### src/rtl/mmio_hub.sv
// mmio_hub: memory-mapped I/O hub between the OTTER MCU I/O bus and board
// peripherals.
//
// Address map: slot k lives at BASE + k*STRIDE, and only exact matches decode.
//   slots 0..N_IN-1           input ports (read-only, unregistered)
//   slots N_IN..N_IN+N_OUT-1  output registers (each write pulses OUT_WSTB)
//   slot  P=N_IN+N_OUT        IRQ_PEND  (read; write-1-to-clear)
//   slot  P+1                 IRQ_MASK  (read/write, N_IRQ bits stored)
//   slot  P+2                 IRQ_CAUSE (lowest pending&masked index, or all ones)
//
// Ports:
//   CLK, RESET_N          clock; asynchronous active-low reset
//   IOBUS_ADDR/OUT/WR     MCU address, write data, write enable
//   IOBUS_IN              combinational read data
//   IN_DATA               N_IN packed 32-bit input ports
//   OUT_DATA, OUT_WSTB    N_OUT packed 32-bit output registers, write strobes
//   IRQ_SRC, INTR         asynchronous interrupt levels, registered request
//
// Build option: define MMIO_HUB_READBACK_EN to make output slots readable;
// without it output slots read as zero and no readback mux is built.

// One interrupt lane: two-flop synchroniser, a third flop for rising-edge
// detection, and the pending bit.
module mmio_hub_irq_lane (
  input  logic gclk,
  input  logic grst_n,
  input  logic src_i,
  input  logic clr_i,
  output logic pend_o
);
  // sync_q[1:0] synchronise, sync_q[2] is the previous synchronised level
  logic [2:0] sync_q;
  logic       pend_q, pend_d, rise;

  assign rise   = sync_q[1] & ~sync_q[2];
  // A new edge overrides a simultaneous clear
  assign pend_d = rise | (pend_q & ~clr_i);
  assign pend_o = pend_q;

  always_ff @(posedge gclk or negedge grst_n) begin
    if (!grst_n) begin
      sync_q <= '0;
      pend_q <= 1'b0;
    end else begin
      sync_q <= {sync_q[1:0], src_i};
      pend_q <= pend_d;
    end
  end
endmodule

module mmio_hub #(
  parameter int          N_IN   = 4,
  parameter int          N_OUT  = 4,
  parameter int          N_IRQ  = 4,
  parameter logic [31:0] BASE   = 32'h11000000,
  parameter logic [31:0] STRIDE = 32'h00040000
) (
  input  logic                  CLK,
  input  logic                  RESET_N,
  input  logic [31:0]           IOBUS_ADDR,
  input  logic [31:0]           IOBUS_OUT,
  input  logic                  IOBUS_WR,
  output logic [31:0]           IOBUS_IN,
  input  logic [32*N_IN-1:0]    IN_DATA,
  output logic [32*N_OUT-1:0]   OUT_DATA,
  output logic [N_OUT-1:0]      OUT_WSTB,
  input  logic [N_IRQ-1:0]      IRQ_SRC,
  output logic                  INTR
);
  localparam int P      = N_IN + N_OUT;
  localparam int N_SLOT = P + 3;

  logic [N_SLOT-1:0]           hit;
  logic [N_OUT-1:0][31:0]      out_q;
  logic [N_OUT-1:0]            wstb_q, out_we;
  logic [N_IRQ-1:0]            mask_q, pend, pend_clr, act;
  logic                        mask_we, intr_q;
  logic [31:0]                 cause, rdata;

  for (genvar k = 0; k < N_SLOT; k++) begin : g_dec
    assign hit[k] = (IOBUS_ADDR == BASE + STRIDE * 32'(k));
  end

  assign out_we   = {N_OUT{IOBUS_WR}} & hit[N_IN +: N_OUT];
  assign mask_we  = IOBUS_WR & hit[P+1];
  assign pend_clr = (IOBUS_WR & hit[P]) ? IOBUS_OUT[N_IRQ-1:0] : '0;
  assign act      = pend & mask_q;

  mmio_hub_irq_lane u_lane [N_IRQ-1:0] (
    .gclk   (CLK),
    .grst_n (RESET_N),
    .src_i  (IRQ_SRC),
    .clr_i  (pend_clr),
    .pend_o (pend)
  );

  always_ff @(posedge CLK or negedge RESET_N) begin
    if (!RESET_N) begin
      out_q  <= '0;
      wstb_q <= '0;
      mask_q <= '0;
      intr_q <= 1'b0;
    end else begin
      wstb_q <= out_we;
      for (int j = 0; j < N_OUT; j++)
        if (out_we[j]) out_q[j] <= IOBUS_OUT;
      if (mask_we) mask_q <= IOBUS_OUT[N_IRQ-1:0];
      intr_q <= |act;
    end
  end

  // Lowest active index wins, so scan from the top down
  always_comb begin
    cause = '1;
    for (int i = N_IRQ-1; i >= 0; i--)
      if (act[i]) cause = 32'(i);
  end

  always_comb begin
    rdata = '0;
    for (int k = 0; k < N_IN; k++)
      if (hit[k]) rdata = IN_DATA[32*k +: 32];
`ifdef MMIO_HUB_READBACK_EN
    for (int j = 0; j < N_OUT; j++)
      if (hit[N_IN+j]) rdata = out_q[j];
`endif
    if (hit[P])   rdata = 32'(pend);
    if (hit[P+1]) rdata = 32'(mask_q);
    if (hit[P+2]) rdata = cause;
  end

  assign IOBUS_IN = rdata;
  assign OUT_DATA = out_q;
  assign OUT_WSTB = wstb_q;
  assign INTR     = intr_q;
endmodule

### config.mk
export PLATFORM = sky130hd
export DESIGN_NAME = mmio_hub
export DESIGN_NICKNAME = d
export VERILOG_FILES = /design/src/rtl/mmio_hub.sv
export SDC_FILE = /design/constraint.sdc
export NUM_CORES = 1
export LEC_CHECK = 0
export CAP_MARGIN = 20
export CORE_ASPECT_RATIO = 0.7
export CORE_MARGIN = 2
export CORE_UTILIZATION = 40
export CTS_CLUSTER_DIAMETER = 50
export DETAILED_ROUTE_END_ITERATION = 6
export HOLD_SLACK_MARGIN = 0.05
export PLACE_DENSITY = 0.8
export SLEW_MARGIN = 10
export SYNTH_ARGS = -nofsm -noshare
export SYNTH_HDL_FRONTEND = slang
export SYNTH_HIERARCHICAL = 1
export SYNTH_SLANG_ARGS = --single-unit
export TNS_END_PERCENT = 50
### constraint.sdc
create_clock -name CLK -period 2.75 [get_ports CLK]
set_input_delay 0.275 -clock CLK [delete_from_list [all_inputs] [get_ports CLK]]
set_output_delay 0.275 -clock CLK [all_outputs]
set_load 0.02 [all_outputs]
======== Yosys cells after proc, flatten, opt, wreduce, memory -nomap -nowiden ========
Cells that the tools add are included.
W data, S select, Z words.
cells by class
  equal/unequal tests ..................... 11
  $mul .................................... 0
  div/mod/pow operators ................... 0
  bitwise operators ....................... 24
  add/sub/neg operators ................... 0
  $lt $le $gt $ge ......................... 0
  shifts and indexed selects .............. 0
  mux-type cells .......................... 12
  reductions and logical operators ........ 1
operators by type and width
  cell                    count
  $eq A32 B29 Y1 const B  11
  $mux W32                11
  $and A1 B1 Y1           10
  $and A4 B4 Y4           2
  $not A1 Y1              8
  $mux W4                 1
  $or A1 B1 Y1            4
  $reduce_or A4 Y1        1
word-level totals
  register bits after elaboration ......... 153
  input port bits ......................... 199
  word-level logic and storage cells ...... 63
  output and inout port bits .............. 165
  bits in latches ......................... 0
  ROM bits ................................ 0
  memories ................................ 0
  RAM bits ................................ 0

======== Longest topological paths before layout ========
  word-level depth ........................ 8
  mapped depth ............................ 7

======== Hierarchy ========
The synthesis kept the hierarchy.
by module, submodules not included
  module             cells an instance  times used  area each (um2)  sequential area each (um2)
  mmio_hub           536                1           6672.6           3428.3
  mmio_hub_irq_lane  7                  4           120.1            100.1

======== Least setup slack after synthesis ========
OpenSTA, ideal clock, no wires.
  path kind ............................... input -> output
  start point ............................. input port IOBUS_ADDR[31]
  end point ............................... output port IOBUS_IN[2]
  data required time ...................... 2.475 ns
  arrival time ............................ 2.291 ns
  stages on the path ...................... 6
  path buffers ............................ 2
  path slack .............................. 0.184 ns
  cells stage by stage .................... or4_4 or4_1 clkbuf_1 or4_4 buf_6 o21ai_0
on the way
  cells in the longest elaborated chain, start to end .. 8
RTL lines
  what                   line  RTL
  start, declared        60    input logic [31:0] IOBUS_ADDR,
  $eq A32 B29 Y1         81    assign hit[k] = (IOBUS_ADDR == BASE + STRIDE * 32'(k));
  $mux W32 (4 in a row)  122   if (hit[k]) rdata = IN_DATA[32*k +: 32];
  $mux W32               127   if (hit[P]) rdata = 32'(pend);
  $mux W32               128   if (hit[P+1]) rdata = 32'(mask_q);
  $mux W32 *             129   if (hit[P+2]) rdata = cause;
  end, declared          63    output logic [31:0] IOBUS_IN,
Mark *: on every way between the ends. The rest lies on a longest branch, timed or not.

======== Final worst setup path ========
  start point ............................. input port IOBUS_ADDR[15]
  end point ............................... output port IOBUS_IN[19]
Same word-level chain as after synthesis.

==> impl_metrics.tcl <==
set metrics [dict create \
    use_met3_pct 9.699 \
    clockBufferDepth 2 \
    seq_area_frac_synth_pct 53.52 \
    synth_area_leaders "dfrtp_1 (54%), mux2_2 (20%), o221ai_1 (6.9%)" \
    start_util_pct 41.31 \
    synth_top_cell_area_share_pct 53.52 \
    yosysMostFrequentCell "dfrtp_1" \
    peakVddDrop_mv 0.3612 \
    row_count 40 \
    met2_usage_pct 41.34 \
    hp-class "in2reg" \
    yosysWarnings 6 \
    cp.arrival_ps 2450 \
    core_area_um2 17320 \
    via_count 6405 \
    fin_worst_skew_ps 8.434 \
    die_area_um2 18990 \
    grt.busiest_layer "met2" \
    async_flop_share_pct 100.0 \
    end_kind "output pin" \
    ys_types 38 \
    portBuffers 363 \
    grt_pass1_vias 6615 \
    ys_seq_elements 153 \
    power.leakage_nw 5.496 \
    dr.pass1.iters 5 \
    status "finished clean" \
    insertion_delay_ps 410 \
    whs_ps 306.8 \
    root_buffer "clkbuf_16" \
    pin_count 364 \
    period_share_pct 99.26 \
    grt_use_total_pct 27.11 \
    first_iter_violations 565 \
    grt_max_degree 81 \
    grt_overflow 0 \
    fin_crit_ps 2730 \
    routed_wl_um 25670 \
    synth_compound_area_share_pct 10.55 \
    rsz0062_at_grt "false" \
    antenna_found_initial 0 \
    multiInputGateArea_um2 3176 \
    synth_top_area_cell "dfrtp_1" \
    netlist_instances 564 \
    powerDensity_nw_per_um2 427.9 \
    fin_setup_tns_ps 0 \
    cts_max_level 4 \
    synth_mux_area_share_pct 22.60 \
    fillers 1291 \
    fin_nets 1147 \
    power_mw 5.159 \
    die-height_um 115.9 \
    num_antenna_cells 0 \
    synthFlopType "dfrtp_1" \
    maxCapViolations 0 \
    grt_pass1_wl_um 39120 \
    drc 0 \
    final-hold-violation-count 0 \
    regArea_um2 3829 \
    path_class "in2out" \
    grt.met1_usage_pct 36.56 \
    cts_sinks 153 \
    required_ps 2480 \
    syn_nets 763 \
    synth-simple-area-share_pct 8.396 \
    gp_congestion 1.005 \
    crit_fanout 7 \
    max_freq_ghz 0.3663 \
    synth_top_family_by_area "multiplexers" \
    syn_area_um2 7153 \
    setup_violations 0 \
    clkTransAtPathRegs_ps 70 \
    cts_tree "yes" \
    dpl.cell_count 1155 \
    dpl.hpwl_um 18720 \
    synth.avg_cell_area_um2 12.68 \
    wl_per_cell_um 21.55 \
    die_w_um 163.8 \
    ant_nets 0 \
    cts_buffers 17 \
    avgViaCountPerCell 5.378 \
    synth_xor_area_share_pct 0 \
    area_growth_pct 68.55 \
    synth_common_cells "dfrtp_1 (153), mux2_2 (125), o221ai_1 (56)" \
    layout-drive-gt1-share_pct 29.06 \
    synth_edf_count 0 \
    slew_headroom_pct 52.13 \
    slew_violations 0 \
    cp-start-kind "input pin" \
    synth_fa_ha_area_share_pct 0 \
    worst_pin_slew_ps 718.0 \
    final_cells 1191 \
]
==> area by class of cell <==
cell class | instances | share of cell area, %
inverters | 37 | 1.152
flip-flops and latches | 153 | 31.76
clock buffers | 18 | 3.643
repair buffers | 409 | 33.40
multi-input cells | 330 | 26.34
well taps | 231 | 2.397
clock inverters | 13 | 1.318
==> metal layers <==
layer  wire [um]  part of all wire, %  up-vias
li1            -                    -     2907
met1       11240                   44     3150
met2       11510                   45      295
met3        2360                  9.2       53
met4         549                  2.1        0
met5           0                    0        -
==> registers in the layout, indices dropped and copies added (netlist names) <==
register and cells:
u_lane/sync_q 12, OUT_DATA 128, INTR 1, u_lane/pend_o 4, OUT_WSTB 4, mask_q 4
==> worst paths after layout <==
kind	startpoint	depth (start not counted)	to	slack [ps]
min reg2reg	u_lane[0]/sync_q[0]	0	u_lane[0]/sync_q[1]	350
min	IRQ_SRC[3]	1	u_lane[3]/sync_q[0]	310
min in group asynchronous	RESET_N	2	OUT_DATA[22]	430
max reg2reg	u_lane[1]/pend_o	2	INTR	1720
max in group asynchronous	RESET_N	3	OUT_DATA[41]	1560
max	IOBUS_ADDR[15]	7	IOBUS_IN[19]	20
==> timing repair <==
| item | in CTS | in global routing |
|---|---|---|
| pin swaps | 7 | 9 |
| hold buffers | 1 | 0 |
| setup endpoints to repair | 32 | 32 |
| gates resized for setup | 185 | 48 |
| endpoints found under the hold margin | 77 | 0 |
| buffers inserted | 0 | 1 |
| cloned | 3 | 0 |
==> worst max-delay path, stage by stage <==
cell and delay (ps):
clkdlybuf4s50_1 480, nor4_2 360, buf_4 180, nand3_1 190
or4_4 680, o221ai_2 110, buf_4 180
==> power by group <==
group	switching, mW	internal [mW]	total (mW)
combinational	0.211	0.319	0.530
sequential	0.00338	2.26	2.26
clock	0.981	1.39	2.37
==> cells by family (layout without fill, tap and decap cells) <==
logic type	after synthesis	after routing
simple gates	89	92
buf+inv	84	477
flops	153	153
compound gates	98	98
mux	140	140
==> metrics by stage <==
step	utilization (%)	area, um^2	setup slack [ps]
4_1_cts	68.89	11930	1.527
2_1_floorplan	-	7153	184.3
3_5_place_dp	65.48	11340	-763.5
5_1_grt	69.62	12060	1.745
6_report	69.62	12060	20.26
3_3_place_gp	65.48	11340	-731.2
==> placed cells by master (no fill, tap or decap), types with 9 or more instances in the layout <==
cell,n
clkdlybuf4s50_1,319
dfrtp_1,153
mux2_2,125
buf_4,55
o221ai_1,39
inv_1,37
o21ai_0,29
nand4b_1,18
o221ai_2,17
clkbuf_16,17
nand4_1,16
buf_12,11
nor2_1,9
Power figures use the tool's default switching activity.
